File: src/rtl/systolic_seq_ctrl.sv
`default_nettype none
// ============================================================================
// Module   : systolic_seq_ctrl
// Purpose  : Operand loader, skewed feed sequencer and byte-serial result
//            reader for an NxN output-stationary systolic array.
// Revision : 1.0  initial release
// ============================================================================
module systolic_seq_ctrl #(
    parameter int N     = 2,
    parameter int DW    = 8,
    parameter int ACCW  = 16,
    parameter int DRAIN = 4,
    localparam int SELW = (N * N > 1) ? $clog2(N * N) : 1
) (
    input  logic              clk,
    input  logic              rst_n,
    input  logic              i_abort,
    input  logic              i_in_valid,
    input  logic [DW-1:0]     i_in_data,
    output logic              o_in_ready,
    output logic              o_acc_clr,
    output logic [N*DW-1:0]   o_a_feed,
    output logic [N-1:0]      o_a_vld,
    output logic [N*DW-1:0]   o_b_feed,
    output logic [N-1:0]      o_b_vld,
    output logic [SELW-1:0]   o_res_sel,
    input  logic [ACCW-1:0]   i_res_data,
    output logic              o_out_valid,
    output logic [7:0]        o_out_data,
    input  logic              i_out_ready,
    output logic              o_busy
);

    localparam int c_NB    = ACCW / 8;
    localparam int c_NBUF  = N * N;
    localparam int c_NLOAD = 2 * N * N;
    localparam int c_NFEED = 2 * N - 1;
    localparam int c_NOUT  = N * N * c_NB;
    localparam int c_M1    = (c_NLOAD > c_NOUT) ? c_NLOAD : c_NOUT;
    localparam int c_M2    = (c_M1 > DRAIN) ? c_M1 : DRAIN;
    localparam int c_MAXC  = (c_M2 > c_NFEED) ? c_M2 : c_NFEED;
    localparam int c_CW    = $clog2(c_MAXC + 1);
    localparam int c_IW    = (c_NBUF > 1) ? $clog2(c_NBUF) : 1;

    typedef enum logic [2:0] {
        S_LOAD  = 3'd0,
        S_CLEAR = 3'd1,
        S_FEED  = 3'd2,
        S_DRAIN = 3'd3,
        S_OUT   = 3'd4
    } state_t;

    state_t              r_state, w_state_nxt;
    logic [c_CW-1:0]     r_cnt, w_cnt_nxt;
    logic [DW-1:0]       r_abuf [c_NBUF];
    logic [DW-1:0]       r_bbuf [c_NBUF];
    logic [N*DW-1:0]     r_a_feed, r_b_feed, w_a_feed_nxt, w_b_feed_nxt;
    logic [N-1:0]        r_a_vld, r_b_vld, w_a_vld_nxt, w_b_vld_nxt;
    logic                w_in_fire, w_out_fire, w_feed_go;
    logic [c_CW-1:0]     w_tn, w_sel_full, w_bsel;
    logic [7:0]          w_byte;

    assign o_in_ready  = (r_state == S_LOAD);
    assign o_out_valid = (r_state == S_OUT);
    assign o_acc_clr   = (r_state == S_CLEAR);
    assign o_busy      = !((r_state == S_LOAD) && (r_cnt == '0));
    // abort wins over both handshakes in the same cycle
    assign w_in_fire   = i_in_valid && o_in_ready && !i_abort;
    assign w_out_fire  = o_out_valid && i_out_ready && !i_abort;

    assign w_sel_full  = r_cnt / c_CW'(c_NB);
    assign w_bsel      = r_cnt % c_CW'(c_NB);
    assign o_res_sel   = o_out_valid ? SELW'(w_sel_full) : '0;
    assign o_out_data  = o_out_valid ? w_byte : 8'h00;

    assign o_a_feed    = r_a_feed;
    assign o_a_vld     = r_a_vld;
    assign o_b_feed    = r_b_feed;
    assign o_b_vld     = r_b_vld;

    always_comb begin
        w_byte = 8'h00;
        for (int b = 0; b < c_NB; b++) begin
            if (w_bsel == c_CW'(b)) w_byte = i_res_data[b*8 +: 8];
        end
    end

    always_comb begin
        w_state_nxt = r_state;
        w_cnt_nxt   = r_cnt;
        if (i_abort) begin
            w_state_nxt = S_LOAD;
            w_cnt_nxt   = '0;
        end else begin
            case (r_state)
                S_LOAD: begin
                    if (w_in_fire) begin
                        if (r_cnt == c_CW'(c_NLOAD - 1)) begin
                            w_state_nxt = S_CLEAR;
                            w_cnt_nxt   = '0;
                        end else begin
                            w_cnt_nxt = r_cnt + 1'b1;
                        end
                    end
                end
                S_CLEAR: begin
                    w_state_nxt = S_FEED;
                    w_cnt_nxt   = '0;
                end
                S_FEED: begin
                    if (r_cnt == c_CW'(c_NFEED - 1)) begin
                        w_state_nxt = S_DRAIN;
                        w_cnt_nxt   = '0;
                    end else begin
                        w_cnt_nxt = r_cnt + 1'b1;
                    end
                end
                S_DRAIN: begin
                    if (r_cnt == c_CW'(DRAIN - 1)) begin
                        w_state_nxt = S_OUT;
                        w_cnt_nxt   = '0;
                    end else begin
                        w_cnt_nxt = r_cnt + 1'b1;
                    end
                end
                S_OUT: begin
                    if (w_out_fire) begin
                        if (r_cnt == c_CW'(c_NOUT - 1)) begin
                            w_state_nxt = S_LOAD;
                            w_cnt_nxt   = '0;
                        end else begin
                            w_cnt_nxt = r_cnt + 1'b1;
                        end
                    end
                end
                default: begin
                    w_state_nxt = S_LOAD;
                    w_cnt_nxt   = '0;
                end
            endcase
        end
    end

    // Feed registers are loaded one cycle ahead: CLEAR prepares t=0, FEED t prepares t+1.
    always_comb begin
        w_a_feed_nxt = '0;
        w_b_feed_nxt = '0;
        w_a_vld_nxt  = '0;
        w_b_vld_nxt  = '0;
        w_feed_go    = 1'b0;
        w_tn         = '0;
        if (!i_abort) begin
            if (r_state == S_CLEAR) begin
                w_feed_go = 1'b1;
            end else if ((r_state == S_FEED) && (r_cnt != c_CW'(c_NFEED - 1))) begin
                w_feed_go = 1'b1;
                w_tn      = r_cnt + 1'b1;
            end
        end
        if (w_feed_go) begin
            for (int i = 0; i < N; i++) begin
                if ((int'(w_tn) >= i) && (int'(w_tn) - i < N)) begin
                    w_a_vld_nxt[i]           = 1'b1;
                    w_a_feed_nxt[i*DW +: DW] = r_abuf[c_IW'(i * N + int'(w_tn) - i)];
                    w_b_vld_nxt[i]           = 1'b1;
                    w_b_feed_nxt[i*DW +: DW] = r_bbuf[c_IW'((int'(w_tn) - i) * N + i)];
                end
            end
        end
    end

    always_ff @(posedge clk or negedge rst_n) begin
        if (!rst_n) begin
            r_state  <= S_LOAD;
            r_cnt    <= '0;
            r_a_feed <= '0;
            r_b_feed <= '0;
            r_a_vld  <= '0;
            r_b_vld  <= '0;
        end else begin
            r_state  <= w_state_nxt;
            r_cnt    <= w_cnt_nxt;
            r_a_feed <= w_a_feed_nxt;
            r_b_feed <= w_b_feed_nxt;
            r_a_vld  <= w_a_vld_nxt;
            r_b_vld  <= w_b_vld_nxt;
        end
    end

    // Operand buffer keeps its contents across reset; only the counter restarts.
    always_ff @(posedge clk) begin
        if (w_in_fire) begin
            if (r_cnt < c_CW'(c_NBUF)) begin
                r_abuf[c_IW'(r_cnt)] <= i_in_data;
            end else begin
                r_bbuf[c_IW'(r_cnt - c_CW'(c_NBUF))] <= i_in_data;
            end
        end
    end

endmodule
`default_nettype wire
File: config.mk
export PLATFORM = sky130hd
export DESIGN_NAME = systolic_seq_ctrl
export DESIGN_NICKNAME = d
export VERILOG_FILES = /design/src/rtl/systolic_seq_ctrl.sv
export SDC_FILE = /design/constraint.sdc
export NUM_CORES = 1
export LEC_CHECK = 0
export ABC_AREA = 0
export BUFFER_PORTS_ARGS = -buffer_cell sky130_fd_sc_hd__buf_2
export CORE_MARGIN = 3
export CORE_UTILIZATION = 50
export CTS_CLUSTER_DIAMETER = 200
export CTS_CLUSTER_SIZE = 20
export DETAILED_ROUTE_END_ITERATION = 10
export MAX_ROUTING_LAYER = met4
export PLACE_DENSITY_LB_ADDON = 0.15
export RECOVER_POWER = 50
export SKIP_LAST_GASP = 1
export SLEW_MARGIN = 10
export SYNTH_ARGS = -nofsm -noshare
export SYNTH_HDL_FRONTEND = slang
export SYNTH_SLANG_ARGS = --single-unit
export TNS_END_PERCENT = 10
File: constraint.sdc
create_clock -name clk -period 3.55 [get_ports clk]
set_input_delay 0.355 -clock clk [delete_from_list [all_inputs] [get_ports clk]]
set_output_delay 0.355 -clock clk [all_outputs]
set_load 0.01 [all_outputs]
---- Word-level counts from Yosys, hierarchy flattened ----
Memories as Yosys holds them, arrays and structs flattened.
Cells that the tools add are included.
storage, ports and cells
  bits in registers ....................... 41
  bits in latches ......................... 0
  memory bits (writable) .................. 64
  ROM bits ................................ 0
  input bits .............................. 29
  output and inout bits ................... 50
  word-level logic and storage cells ...... 85
  memories kept ........................... 2
operators by class
  add/sub/neg operators ................... 6
  $mul .................................... 0
  divide/modulo/power cells ............... 0
  order comparisons ....................... 4
  eq/ne operators ......................... 14
  shift operators ......................... 0
  muxes and demuxes ....................... 40
  bitwise gates (word level) .............. 0
  reductions and logical operators ........ 14
memories
  name    words  width  read ports  clocked after memory_dff  write ports  RTL line  text
  r_abuf  4      8      2           0                         1            55        logic [DW-1:0] r_abuf [c_NBUF];
  r_bbuf  4      8      2           0                         1            56        logic [DW-1:0] r_bbuf [c_NBUF];
operators by type and width
  operator             count
  $mux 8               7
  $mux 4               9
  $mux 16              2
  $mux 3               7
  $pmux 4 s4           1
  $pmux 3 s5           1
  $ne 3x2->1 const B   4
  $mux 1               11
  $eq 4x2->1 const B   2
  $logic_not 4->1      2
  $logic_and 1x1->1    7
  $eq 3x2->1 const B   2
  $ne 3x3->1 const B   2
  $reduce_and 6->1     1
  $lt 5x3->1 const B   1
  $sub 4x1->5 const B  1
  $add 4x1->4 const B  1
  $eq 4x3->1 const B   1
  $ge 4x1->1 const B   1
  $lt 4x2->1 const B   1
  $lt 4x3->1 const B   1
  $mux 2               2
  $ne 4x2->1 const B   1
  $sub 2x1->2 const B  2
  other kinds (7)      8

---- Logic depth before layout (Yosys ltp) ----
  word-level depth ........................ 10
  depth in mapped cells ................... 15
  gate-level depth less buffers ........... 12

---- Worst setup path after synthesis ----
No wires, ideal clock.
  path kind ............................... register to register
  start point ............................. register r_cnt[0]
  end point ............................... register r_a_feed[14] (netlist: o_a_feed[14])
  library setup time ...................... 0.066 ns
  data arrival time ....................... 3.544 ns
  data required time ...................... 3.484 ns
  slack ................................... -0.059 ns
  stages on the path, launching flop included .. 16
  path buffers ............................ 4
  clock period less this slack ............ 3.609 ns
  cell sequence ........................... dfrtp_1 -> inv_1 -> ha_1 -> nor3b_2 -> or2_1 -> buf_2 -> nor3_4 -> buf_6 -> buf_2 -> ha_1 -> clkbuf_1 -> or3_1 -> a221oi_1 -> o22ai_2 -> inv_2 -> and2_1
between the ends
  longest elaborated chain between the ends .. 10
  elaborated cells on any way between the ends .. 18
  classes of those cells .................. add/sub (4); order compare (2); eq/ne (1); mux (8); reduce/logical (2); memory (1)
ends and longest elaborated chain
  item                                                 RTL line  text
  start, declared                                      54        logic [c_CW-1:0] r_cnt, w_cnt_nxt;
  start signal, assigned                               182       r_cnt <= w_cnt_nxt;
  branches (longest 9 deep; another with $sub 4x1->5)  n/a
  $mux 16 *                                            160       if (w_feed_go) begin
  named net w_a_feed_nxt[14]                           57        logic [N*DW-1:0] r_a_feed, r_b_feed, w_a_feed_nxt, w_b_feed_nxt;
  end signal, assigned                                 183       r_a_feed <= w_a_feed_nxt;
  end, declared                                        57
Mark *: on every way through the listed nets, which the timed path passes.
A chain may end at the register's enable or synchronous reset.

---- Worst setup path after layout ----
  start point ............................. register r_cnt[1]
  end point ............................... register r_a_feed[14] (netlist: o_a_feed[14])
The elaborated chain is that of the path after synthesis.

==> parameters.txt <==
Parameter                              Value

Die
  Floorplan row count    33
  I/O pin total    79
  Starting Density    0.529
  Overall die height    around 100 um
  Floorplan die area    10100 um2
  Area inside the core boundary    roughly 8500 um2
  Die width    around 100 um

Place
  Sum of net half-perimeters after detailed placement    approximately 6300 um
  Number of I/O port buffers    a little under 80
  Final weighted congestion in routability-driven placement    just under 0.9
  Worst slack at placement    0.375 ns
  Post-Place Cell Area    4990 um2

Clock tree
  Number of buffers added by the clock tree synthesis step    9
  Clock-pin slew of the registers on the worst-case setup and hold paths    about 0.11 ns
  TritonCTS clock tree    built
  CTS sink count    105
  Buffer type at the clock tree root    sky130_fd_sc_hd__clkbuf_8
  Clock Tree Buf Depth    2
  H-tree depth    3
  Total of hold buffers inserted after clock tree synthesis    0
  Setup fix buffers added after clock tree synthesis    0
  Number of gates resized after cts    0
  Skew-Pair Late Insertion Delay    ~0.36 ns

STA
  Total count of max-transition violations in the final report    42
  Worst rel slew slack    -0.454
  RSZ-0062 raised after global routing    false
  Sum Neg Setup Slack    0 ns
  Hold Vio Cnt, Final    0
  Count of final setup violators    0
  Worst slew pin tran    roughly 2.2 ns
  Max Fclk    approximately 0.31 GHz
  Min cycle time layout    3.19 ns
  Post-route clock period utilization    0.898
  Final setup skew    around 0.014 ns
  Worst Setup Slack, final    ~0.36 ns

Critical path
  Data required time of the critical path    3.85 ns
  Kind of critical path    register to register
  Worst Path Arrival    around 3.5 ns
  Nature of the critical path endpoint    register
  Critical-path maximum fanout    9
  Worst-case register-to-register setup slack    ~0.36 ns
  Type of origin of the critical path    register

Synthesis
  Count of flip-flops with a built-in enable after synthesis    between 60 and 70
  Cell area after technology mapping    ~4500 um2
  Leading area contributor after synthesis    sky130_fd_sc_hd__edfxtp_1
  #FFs+latches synth    105
  Arithmetic-cell share of the synthesized area counting full adders, half adders and majority gates    0.0168
  Parity-gate share of the synthesized area counting xor and xnor cells    0.00587
  Post-synthesis simple-gate area fraction    0.133
  Area fraction in compound gates after synthesis    0.0738
  Main combinational cell family by area after synthesis    simple AND/OR/NAND/NOR gates
  Mapped Nets    368
  Top post-synthesis cells by count    sky130_fd_sc_hd__edfxtp_1, sky130_fd_sc_hd__dfrtp_1, sky130_fd_sc_hd__nand2_1
  Cell count after synthesis    333
  Cell types occupying the most area after synthesis    sky130_fd_sc_hd__edfxtp_1, sky130_fd_sc_hd__dfrtp_1, sky130_fd_sc_hd__mux4_1
  Sequential cell area fraction in the yosys report    0.659
  Portion of netlist area occupied by mux cells    0.0841
  Most common cell in the synthesized netlist    sky130_fd_sc_hd__edfxtp_1
  Number of synthesis warnings    0
  Count of distinct cell types in the synthesized netlist    between 50 and 60
  Mapped Avg Cell Area    between 10 and 15 um2
  Proportion of synthesized flip-flops having asynchronous set or reset    0.390
  Top cell type's share of synthesized area    0.429
  Top FF cell, synth    sky130_fd_sc_hd__edfxtp_1

Global routing
  Largest net degree at the start of global routing    42
  Number of global-route vias before repair    2874
  Global-route wire length before repair    14800 um
  Number of antenna violations at the first check in global routing    0
  GRT Residual Overflow    0
  Aggregate global-route resource usage    0.200

Min path
  Type of the most critical hold path    input pin to register

Power and ir drop
  Total power divided by cell area    ~420 nW/um2
  Worst IR Drop VDD    around 0.00018 V
  Leakage power figure    ~2.1 nW

Finish
  Area of all placed cells without fillers    about 5200 um2
  Fin nets    approximately 450
  Filler Cell Count    roughly 690
  Diodes inserted    0
  Final core occ    0.609
  Fraction of layout instances using a drive strength above 1    0.212
  P&R area growth vs syn    15.1%

Drt
  Count of routing violations after the opening detailed-route iteration    around 180
  1st-pass router iterations    5
  DRC violation count after routing    0
  Drt total wl    9350 um
  Total vias in the final route    2892
  Detail Route Antenna Nets    0
  Final routed wire length divided by cell count    about 18 um
  Via/cell ratio    around 5.5

Run status
  Violated checks    max-capacitance violations, max-slew violations
  Run status    complete, but fails checks

Run
  Max-capacitance violation count    1
[final cells by class]
class | count | area (um2) | share of cell area
clock buffer | 10 | 138 | 0.0267
tap | 105 | 131 | 0.0255
timing repair buffer | 89 | 430 | 0.0836
multi-input combinational | 200 | 1410 | 0.273
clock inverter | 6 | 61.3 | 0.0119
sequential | 105 | 2950 | 0.573
inverter | 9 | 33.8 | 0.00656
[worst paths after layout]
path                                end  cells past startpoint         start
max in group asynchronous      r_cnt[0]                      1         rst_n
setup reg to reg           o_a_feed[14]                     10      r_cnt[1]
min in group asynchronous  o_a_feed[11]                      1         rst_n
setup / recovery           o_a_feed[14]                     10      r_cnt[1]
hold reg to reg             o_b_feed[1]                      2  r_bbuf[2][1]
hold / removal             r_bbuf[0][6]                      1  i_in_data[6]
[power breakdown]
part / switching, mW / total, mW / internal, mW
registers: 0.00900 / 1.32 / 1.32
clock network: 0.423 / 0.714 / 0.292
logic: 0.0938 / 0.148 / 0.0542
total: 0.525 / 2.19 / 1.66
[logic make-up (layout without fill, tap and decap cells)]
group	count (synthesis)	count (layout)
buf+inv	28	114
simple gates	117	117
fa+ha+maj	6	6
flops	105	105
xor+xnor	3	3
mux	24	24
compound gates	50	50
[sequential cells by signal, summed over array words and instances, names as in the netlist]
name / flops
r_state: 3
r_cnt: 4
r_abuf: 32
o_b_vld: 2
o_b_feed: 16
r_bbuf: 32
o_a_feed: 16
[through the flow]
stage,power [mW],cells,hold slack [ns]
global route,2.28,524,0.370
finish,2.19,524,0.364
CTS,2.21,524,0.137
detailed placement,1.50,508,0.493
floorplan,1.43,333,0.0594
global placement,1.50,508,0.485
[per-layer routing]
metal | global-route usage | vias to the layer above | routed length (um)
met3 | 0.0408 | 13 | 407
li1 | - | 1380 | -
met2 | 0.324 | 70 | 4700
met1 | 0.250 | 1429 | 4060
met5 | - | - | 0
met4 | 0.0746 | 0 | 187
[critical path: stages, from the launching register on]
cell and delay (ns):
sky130_fd_sc_hd__dfrtp_1 0.44, sky130_fd_sc_hd__ha_1 0.23, sky130_fd_sc_hd__nor3b_2 0.17, sky130_fd_sc_hd__or2_1 0.34, sky130_fd_sc_hd__or3_1 0.41, sky130_fd_sc_hd__ha_1 0.30, sky130_fd_sc_hd__or3_1 0.40, sky130_fd_sc_hd__a221oi_2 0.30
sky130_fd_sc_hd__o22ai_2 0.21, sky130_fd_sc_hd__inv_2 0.19, sky130_fd_sc_hd__and2_1 0.15
[cells in the final DEF (no fill, tap or decap), drive strengths merged, types with 2 or more instances in the layout]
cell type  count
a21oi         18
a211oi         4
nor2b          3
or2            2
o21ai          6
clkinv         2
a211o          2
nand2b         2
nor2          18
or3b           2
nor3          19
or3            2
clkbuf        44
xnor2          2
mux2           8
and3           2
and2          17
a221oi         2
edfxtp        64
nor3b          2
o22ai          9
nand2         40
dfrtp         41
inv           12
nand3          3
mux2i          8
mux4           8
buf           55
ha             6
Power figures use the tool's default switching activity.
